<file path="config.mk">
export PLATFORM = sky130hd
export DESIGN_NAME = dl_fpu_issue_ctrl_flat
export DESIGN_NICKNAME = d
export VERILOG_FILES = /design/src/rtl/dl_fpu_issue_ctrl_if.sv /design/src/rtl/dl_fpu_issue_ctrl.sv /design/src/flat_wrapper.sv
export SDC_FILE = /design/constraint.sdc
export NUM_CORES = 1
export LEC_CHECK = 0
export BUFFER_PORTS_ARGS = -buffer_cell sky130_fd_sc_hd__buf_2
export CAP_MARGIN = 20
export CORE_AREA = 2 2 219 221
export CTS_CLUSTER_SIZE = 40
export DETAILED_ROUTE_END_ITERATION = 10
export DIE_AREA = 0 0 221 223
export GPL_ROUTABILITY_DRIVEN = 0
export MAX_ROUTING_LAYER = met4
export PLACE_DENSITY = 0.73
export SLEW_MARGIN = 20
export SYNTH_ARGS = -nofsm -noshare
export SYNTH_HDL_FRONTEND = slang
export SYNTH_SLANG_ARGS = --single-unit
</file>
<file path="constraint.sdc">
create_clock -name clk -period 26.5 [get_ports clk]
set_clock_uncertainty 0.2 [all_clocks]
set_input_delay 1.325 -clock clk [delete_from_list [all_inputs] [get_ports clk]]
set_output_delay 1.325 -clock clk [all_outputs]
set_load 0.01 [all_outputs]
</file>
<file path="src/rtl/dl_fpu_issue_ctrl_if.sv">
// Requester / FPU datapath / consumer signal bundle for dl_fpu_issue_ctrl.
interface dl_fpu_issue_ctrl_if;
    logic        in_valid;
    logic        in_ready;
    logic [31:0] in_instr;
    logic [31:0] in_op1;
    logic [31:0] in_op2;
    logic [31:0] in_op3;
    logic        fpu_start;
    logic [31:0] fpu_instr;
    logic [31:0] fpu_op1;
    logic [31:0] fpu_op2;
    logic [31:0] fpu_op3;
    logic [31:0] fpu_result;
    logic [4:0]  fpu_excep;
    logic        out_valid;
    logic        out_ready;
    logic [31:0] out_result;
    logic [4:0]  out_excep;
    logic [4:0]  fflags;
    logic        fflags_clr;
    logic        busy;

    // Issue controller side
    modport slave (
        input  in_valid, in_instr, in_op1, in_op2, in_op3,
        input  fpu_result, fpu_excep, out_ready, fflags_clr,
        output in_ready, fpu_start, fpu_instr, fpu_op1, fpu_op2, fpu_op3,
        output out_valid, out_result, out_excep, fflags, busy
    );

    // Requester / datapath / consumer side
    modport master (
        output in_valid, in_instr, in_op1, in_op2, in_op3,
        output fpu_result, fpu_excep, out_ready, fflags_clr,
        input  in_ready, fpu_start, fpu_instr, fpu_op1, fpu_op2, fpu_op3,
        input  out_valid, out_result, out_excep, fflags, busy
    );
endinterface

</file>
<file path="src/rtl/dl_fpu_issue_ctrl.sv">
// DLFloat FPU issue controller: instruction FIFO feeding a single-in-flight
// issue/wait/done sequencer with sticky exception flag accumulation.
module dl_fpu_issue_ctrl #(
    parameter int unsigned DEPTH    = 4,
    parameter int unsigned LAT_BASE = 2,
    parameter int unsigned LAT_MAC  = 3,
    parameter int unsigned LAT_LONG = 5
) (
    input  logic               clk,
    input  logic               rst,
    dl_fpu_issue_ctrl_if.slave bus
);
    localparam int unsigned PTR_W   = $clog2(DEPTH);
    localparam int unsigned CNT_W   = $clog2(DEPTH + 1);
    localparam int unsigned ENT_W   = 128;
    localparam int unsigned LAT_MX1 = (LAT_MAC > LAT_BASE) ? LAT_MAC : LAT_BASE;
    localparam int unsigned LAT_MAX = (LAT_LONG > LAT_MX1) ? LAT_LONG : LAT_MX1;
    localparam int unsigned LAT_W   = $clog2(LAT_MAX + 1);

    typedef enum logic [1:0] {IDLE, ISSUE, WAIT, DONE} state_e;

    state_e             state_q, state_d;
    logic [PTR_W-1:0]   wr_ptr_q, wr_ptr_d, rd_ptr_q, rd_ptr_d;
    logic [CNT_W-1:0]   count_q, count_d;
    logic [LAT_W-1:0]   wait_q, wait_d, lat_c;
    logic               fpu_start_q, fpu_start_d;
    logic [31:0]        instr_q, instr_d, op1_q, op1_d, op2_q, op2_d, op3_q, op3_d;
    logic               out_valid_q, out_valid_d;
    logic [31:0]        out_result_q, out_result_d;
    logic [4:0]         out_excep_q, out_excep_d;
    logic [4:0]         fflags_q, fflags_d;
    logic               busy_q, busy_d;
    logic               in_ready_q, in_ready_d;
    logic               push_c, pop_c, capture_c;
    logic [ENT_W-1:0]   mem_q [DEPTH];

    assign push_c = bus.in_valid && in_ready_q;

    // Queue storage; no reset needed since occupancy gates every read
    always_ff @(posedge clk) begin
        if (push_c) begin
            mem_q[wr_ptr_q] <= {bus.in_instr, bus.in_op1, bus.in_op2, bus.in_op3};
        end
    end

    // Latency class of the instruction sitting in the issue registers
    always_comb begin
        lat_c = LAT_W'(LAT_BASE);
        if (instr_q[6:4] == 3'b100) begin
            lat_c = LAT_W'(LAT_MAC);
        end else if (instr_q[31:27] == 5'b00011 || instr_q[31:27] == 5'b01011) begin
            lat_c = LAT_W'(LAT_LONG);
        end
    end

    // Sequencer next state, queue bookkeeping and registered-output next values
    always_comb begin
        state_d      = state_q;
        pop_c        = 1'b0;
        capture_c    = 1'b0;
        wait_d       = wait_q;
        instr_d      = instr_q;
        op1_d        = op1_q;
        op2_d        = op2_q;
        op3_d        = op3_q;
        out_result_d = out_result_q;
        out_excep_d  = out_excep_q;
        fflags_d     = fflags_q;

        unique case (state_q)
            IDLE: begin
                if (count_q != '0) begin
                    pop_c   = 1'b1;
                    state_d = ISSUE;
                end
            end
            ISSUE: begin
                wait_d  = lat_c - LAT_W'(2);
                state_d = WAIT;
            end
            WAIT: begin
                if (wait_q == '0) begin
                    capture_c = 1'b1;
                    state_d   = DONE;
                end else begin
                    wait_d = wait_q - LAT_W'(1);
                end
            end
            DONE: begin
                if (bus.out_ready) begin
                    if (count_q != '0) begin
                        pop_c   = 1'b1;
                        state_d = ISSUE;
                    end else begin
                        state_d = IDLE;
                    end
                end
            end
            default: state_d = IDLE;
        endcase

        if (pop_c) begin
            {instr_d, op1_d, op2_d, op3_d} = mem_q[rd_ptr_q];
        end

        // New flags win over a coincident clear
        if (capture_c) begin
            out_result_d = bus.fpu_result;
            out_excep_d  = bus.fpu_excep;
            fflags_d     = bus.fflags_clr ? bus.fpu_excep : (fflags_q | bus.fpu_excep);
        end else if (bus.fflags_clr) begin
            fflags_d = '0;
        end

        wr_ptr_d    = wr_ptr_q + PTR_W'(push_c);
        rd_ptr_d    = rd_ptr_q + PTR_W'(pop_c);
        count_d     = count_q + CNT_W'(push_c) - CNT_W'(pop_c);
        in_ready_d  = (count_d != CNT_W'(DEPTH));
        busy_d      = (state_d != IDLE) || (count_d != '0);
        fpu_start_d = (state_d == ISSUE);
        out_valid_d = (state_d == DONE);
    end

    // State and output registers with asynchronous reset
    always_ff @(posedge clk or posedge rst) begin
        if (rst) begin
            state_q      <= IDLE;
            wr_ptr_q     <= '0;
            rd_ptr_q     <= '0;
            count_q      <= '0;
            wait_q       <= '0;
            fpu_start_q  <= 1'b0;
            instr_q      <= '0;
            op1_q        <= '0;
            op2_q        <= '0;
            op3_q        <= '0;
            out_valid_q  <= 1'b0;
            out_result_q <= '0;
            out_excep_q  <= '0;
            fflags_q     <= '0;
            busy_q       <= 1'b0;
            in_ready_q   <= 1'b1;
        end else begin
            state_q      <= state_d;
            wr_ptr_q     <= wr_ptr_d;
            rd_ptr_q     <= rd_ptr_d;
            count_q      <= count_d;
            wait_q       <= wait_d;
            fpu_start_q  <= fpu_start_d;
            instr_q      <= instr_d;
            op1_q        <= op1_d;
            op2_q        <= op2_d;
            op3_q        <= op3_d;
            out_valid_q  <= out_valid_d;
            out_result_q <= out_result_d;
            out_excep_q  <= out_excep_d;
            fflags_q     <= fflags_d;
            busy_q       <= busy_d;
            in_ready_q   <= in_ready_d;
        end
    end

    assign bus.in_ready   = in_ready_q;
    assign bus.fpu_start  = fpu_start_q;
    assign bus.fpu_instr  = instr_q;
    assign bus.fpu_op1    = op1_q;
    assign bus.fpu_op2    = op2_q;
    assign bus.fpu_op3    = op3_q;
    assign bus.out_valid  = out_valid_q;
    assign bus.out_result = out_result_q;
    assign bus.out_excep  = out_excep_q;
    assign bus.fflags     = fflags_q;
    assign bus.busy       = busy_q;
endmodule

</file>
<file path="src/flat_wrapper.sv">
// flat-port wrapper written by rule: the top's interface ports become plain ports
module dl_fpu_issue_ctrl_flat 
#(
    parameter int unsigned DEPTH    = 4,
    parameter int unsigned LAT_BASE = 2,
    parameter int unsigned LAT_MAC  = 3,
    parameter int unsigned LAT_LONG = 5
)
  (clk, rst, bus_in_valid, bus_in_instr, bus_in_op1, bus_in_op2, bus_in_op3, bus_fpu_result, bus_fpu_excep, bus_out_ready, bus_fflags_clr, bus_in_ready, bus_fpu_start, bus_fpu_instr, bus_fpu_op1, bus_fpu_op2, bus_fpu_op3, bus_out_valid, bus_out_result, bus_out_excep, bus_fflags, bus_busy);
  dl_fpu_issue_ctrl_if bus_i ();
  input  logic clk;
  input  logic rst;
  input wire logic [$bits(bus_i.in_valid)-1:0] bus_in_valid;
  input wire logic [$bits(bus_i.in_instr)-1:0] bus_in_instr;
  input wire logic [$bits(bus_i.in_op1)-1:0] bus_in_op1;
  input wire logic [$bits(bus_i.in_op2)-1:0] bus_in_op2;
  input wire logic [$bits(bus_i.in_op3)-1:0] bus_in_op3;
  input wire logic [$bits(bus_i.fpu_result)-1:0] bus_fpu_result;
  input wire logic [$bits(bus_i.fpu_excep)-1:0] bus_fpu_excep;
  input wire logic [$bits(bus_i.out_ready)-1:0] bus_out_ready;
  input wire logic [$bits(bus_i.fflags_clr)-1:0] bus_fflags_clr;
  output wire logic [$bits(bus_i.in_ready)-1:0] bus_in_ready;
  output wire logic [$bits(bus_i.fpu_start)-1:0] bus_fpu_start;
  output wire logic [$bits(bus_i.fpu_instr)-1:0] bus_fpu_instr;
  output wire logic [$bits(bus_i.fpu_op1)-1:0] bus_fpu_op1;
  output wire logic [$bits(bus_i.fpu_op2)-1:0] bus_fpu_op2;
  output wire logic [$bits(bus_i.fpu_op3)-1:0] bus_fpu_op3;
  output wire logic [$bits(bus_i.out_valid)-1:0] bus_out_valid;
  output wire logic [$bits(bus_i.out_result)-1:0] bus_out_result;
  output wire logic [$bits(bus_i.out_excep)-1:0] bus_out_excep;
  output wire logic [$bits(bus_i.fflags)-1:0] bus_fflags;
  output wire logic [$bits(bus_i.busy)-1:0] bus_busy;
  assign bus_i.in_valid = bus_in_valid;
  assign bus_i.in_instr = bus_in_instr;
  assign bus_i.in_op1 = bus_in_op1;
  assign bus_i.in_op2 = bus_in_op2;
  assign bus_i.in_op3 = bus_in_op3;
  assign bus_i.fpu_result = bus_fpu_result;
  assign bus_i.fpu_excep = bus_fpu_excep;
  assign bus_i.out_ready = bus_out_ready;
  assign bus_i.fflags_clr = bus_fflags_clr;
  assign bus_in_ready = bus_i.in_ready;
  assign bus_fpu_start = bus_i.fpu_start;
  assign bus_fpu_instr = bus_i.fpu_instr;
  assign bus_fpu_op1 = bus_i.fpu_op1;
  assign bus_fpu_op2 = bus_i.fpu_op2;
  assign bus_fpu_op3 = bus_i.fpu_op3;
  assign bus_out_valid = bus_i.out_valid;
  assign bus_out_result = bus_i.out_result;
  assign bus_out_excep = bus_i.out_excep;
  assign bus_fflags = bus_i.fflags;
  assign bus_busy = bus_i.busy;
  dl_fpu_issue_ctrl #(.DEPTH(DEPTH), .LAT_BASE(LAT_BASE), .LAT_MAC(LAT_MAC), .LAT_LONG(LAT_LONG)) u_core (.clk(clk), .rst(rst), .bus(bus_i));
endmodule
</file>
==> impl_metrics.toml <==
[drt]
final_antenna_net_count = 0
detailroute.via_count = 12399
wire_per_inst_um = 22.4
avgViaCountPerCell = 5.51
first_iter_violations = 788
route.final.wire_length_um = 50500
number_of_detailed_route_iterations_in_the_first_pass = 4
drc_errors = 0

[place]
dp.final_hpwl_um = 29300
io_buffers = 343

[timing]
post-route-period-util = 0.134
worstMarginPinSlew_ns = 1.05
max_freq_ghz = 0.281
final_hold_viol_count = 0
setup-violations-final = 0
rsz0062_at_grt = "no"
finalCriticalPeriod_ns = 3.56
setup_total_negative_slack_ns = 0
final-max-slew-violation-count = 0
maxSlewHeadroom = 0.300

[global_routing]
grtUsageTotal = 0.216
grt_pass1_vias = 13050
total_congestion_overflow = 0
initial_antenna_violation_count = 14
grt_first_pass_wirelength_um = 77600
grt_max_degree = 129

[finish]
drive_above_1_share = 0.446
nets = 1748
layout_overhead_on_the_synthesized_area_pct = 18.1
mostFrequentLayoutCells = "512 x sky130_fd_sc_hd__edfxtp_1, 343 x sky130_fd_sc_hd__buf_2, 183 x sky130_fd_sc_hd__dfrtp_1"
final_common_cell = "sky130_fd_sc_hd__edfxtp_1"

[run_status]
run_status = "complete, no violations"

[floorplan]
die_w_um = 221
core_area_um2 = 47100
floorplan.initialDensity = 0.543
number_of_primary_i_o_pins = 344
die_span_in_y_um = 223
row_count = 80
die_area_um2 = 49300

[worst_hold_path]
timing.hold.worst.start = "u_core.bus.out_result[20]"
hp-class = "reg -> reg"
worstHoldPathCells = 2
hold_path_end = "u_core.bus.out_result[20]"

[cts]
worstSkewPairLatency_ns = 0.59
tritoncts = "built"
numCtsBuffers = 70
cts_root_buf = "sky130_fd_sc_hd__clkbuf_16"
ctsLongestPathBuffers = 3
cts_resized = 0
post_cts_buffers = 0
numClockSinks = 698
clk_transition_reported_paths_ns = 0.06
holdBufCountCts = 0
clock_tree.htree_level_count = 3

[worst_setup_path]
timing_worst_setup_path_type = "in -> reg"
r2r.worst_path.cells = 6
critPathMaxFanout = 67
r2r_setup_slack_ns = 22.99
worstSetupEndpointType = "register"
worstReg2RegEnd = "u_core.bus.fpu_op1[1]"
timing.rr.start = "u_core.state_q[1]"
timing.critical_path.required_ns = 26.77
cp.arrival_ns = 3.83
timing.critical_path.from_type = "primary input"

[logic_synthesis]
yosysUniqueCellTypes = 35
asyncSetResetFlopFracSynth = 0.266
synth_edf_count = 512
synth_top_area_share = 0.601
synth_ff_type = "sky130_fd_sc_hd__edfxtp_1"
synthSimpleGateAreaFrac = 0.0227
synth.area.mux_share = 0.169
synth-compound-area-share = 0.00440
synth_seq_area_share = 0.783
main_combinational_cell_family_by_area_after_synthesis = "multiplexers"
syn-instance-count = 1193
synthXorXnorAreaFrac = 0.00171
syn_avg_cell_area_um2 = 21.4
synthDominantAreaCellType = "sky130_fd_sc_hd__edfxtp_1"
postSynthNetCount = 1373
synth-seq-cells = 698
main_area_contributors_after_synthesis = "sky130_fd_sc_hd__edfxtp_1 60%, sky130_fd_sc_hd__dfrtp_1 18%, sky130_fd_sc_hd__mux4_2 11%"
synth_adder_area_share = 0.00518
synthesis.area_um2 = 25600
ys.warnings.count = 0

[pwr]
power.density_nw_per_um2 = 120
totalPowerFinal_mw = 3.63
leakagePower_nw = 11.3
power.ir.vdd_worst_uv = 82.5

[run]
timing.max_cap.violations = 0
## cell families after synthesis
logic type,count (synthesis)
XOR/XNOR,5
AND/OR/NAND/NOR,140
AO/OA/AOI/OAI,18
flip-flops,698
multiplexers,256
adder cells (fa/ha/maj),10
buffers and inverters,66
## worst max-delay path: stages
cell and delay, ns:
sky130_fd_sc_hd__buf_2 0.11, sky130_fd_sc_hd__a21oi_1 0.11, sky130_fd_sc_hd__nor3_4 0.12, sky130_fd_sc_hd__buf_4 0.74, sky130_fd_sc_hd__buf_4 0.87, sky130_fd_sc_hd__mux2_2 0.42
## cell usage after synthesis (all sizes together), types with 2 or more instances
cell,instances
xor2,3
a21oi,4
buf,41
nor2b,3
o21ai,8
xnor2,2
inv,15
edfxtp,512
mux2,128
nand2,118
nand3b,2
mux4,128
nor3,3
dfrtp,185
nor2,7
clkbuf,10
nor3b,2
ha,9
## worst max-delay path by stage
stage                       start                endpoint  slack (ns)
floorplan            bus_in_valid      u_core.mem_q[1][0]       14.80
global placement    bus_out_ready   u_core.bus.fpu_op2[5]       22.32
detailed placement  bus_out_ready  u_core.bus.fpu_op2[30]       22.27
CTS                 bus_out_ready  u_core.bus.fpu_op3[12]       22.91
global route        bus_out_ready  u_core.bus.fpu_op2[22]       22.78
finish              bus_out_ready   u_core.bus.fpu_op1[1]       22.94
## final cells by class
| cell class | instances | area, µm² |
|---|---|---|
| fill | 3138 | 16900 |
| sequential | 698 | 20000 |
| inverter | 15 | 63.8 |
| antenna | 14 | 35.0 |
| tap | 615 | 769 |
| multi-input combinational | 429 | 5230 |
| timing repair buffer | 354 | 1850 |
| clock inverter | 21 | 176 |
| clock buffer | 104 | 2060 |
## state kept, by name (all words and copies together), names as in the netlist, 2 cells and up
register / count
u_core.wr_ptr_q: 2
u_core.bus.fflags: 5
u_core.wait_q: 3
u_core.state_q: 2
u_core.bus.fpu_op1: 32
u_core.mem_q: 512
u_core.bus.out_excep: 5
u_core.bus.fpu_op2: 32
u_core.bus.fpu_op3: 32
u_core.count_q: 3
u_core.rd_ptr_q: 2
u_core.bus.out_result: 32
u_core.bus.fpu_instr: 32
## routing by layer
metal  wire (µm)  GRT usage  part of all wire
met5           0          -                 0
met4        1170     0.0714             0.023
met3        3330     0.0568             0.066
met2       24900      0.336              0.49
met1       21000      0.282              0.42
## metrics by stage
| step | hold WS, ns | util | setup slack [ns] | instance area, µm² | instances |
|---|---|---|---|---|---|
| 6_report | 0.267 | 0.641 | 22.94 | 30200 | 2250 |
| 5_1_grt | 0.292 | 0.641 | 22.78 | 30200 | 2250 |
| 4_1_cts | 0.271 | 0.640 | 22.91 | 30200 | 2236 |
| 3_5_place_dp | 0.257 | 0.593 | 22.27 | 27900 | 2111 |
| 3_3_place_gp | 0.251 | 0.593 | 22.32 | 27900 | 2111 |
| 2_1_floorplan | 0.257 | - | 14.80 | 25600 | 1193 |
## report_power, final
part | internal (mW) | total (mW) | switching [mW]
clock | 0.567 | 0.954 | 0.387
combinational | 0.513 | 1.03 | 0.520
sequential | 1.49 | 1.64 | 0.148
No activity file was read; power rests on OpenSTA's default activity.
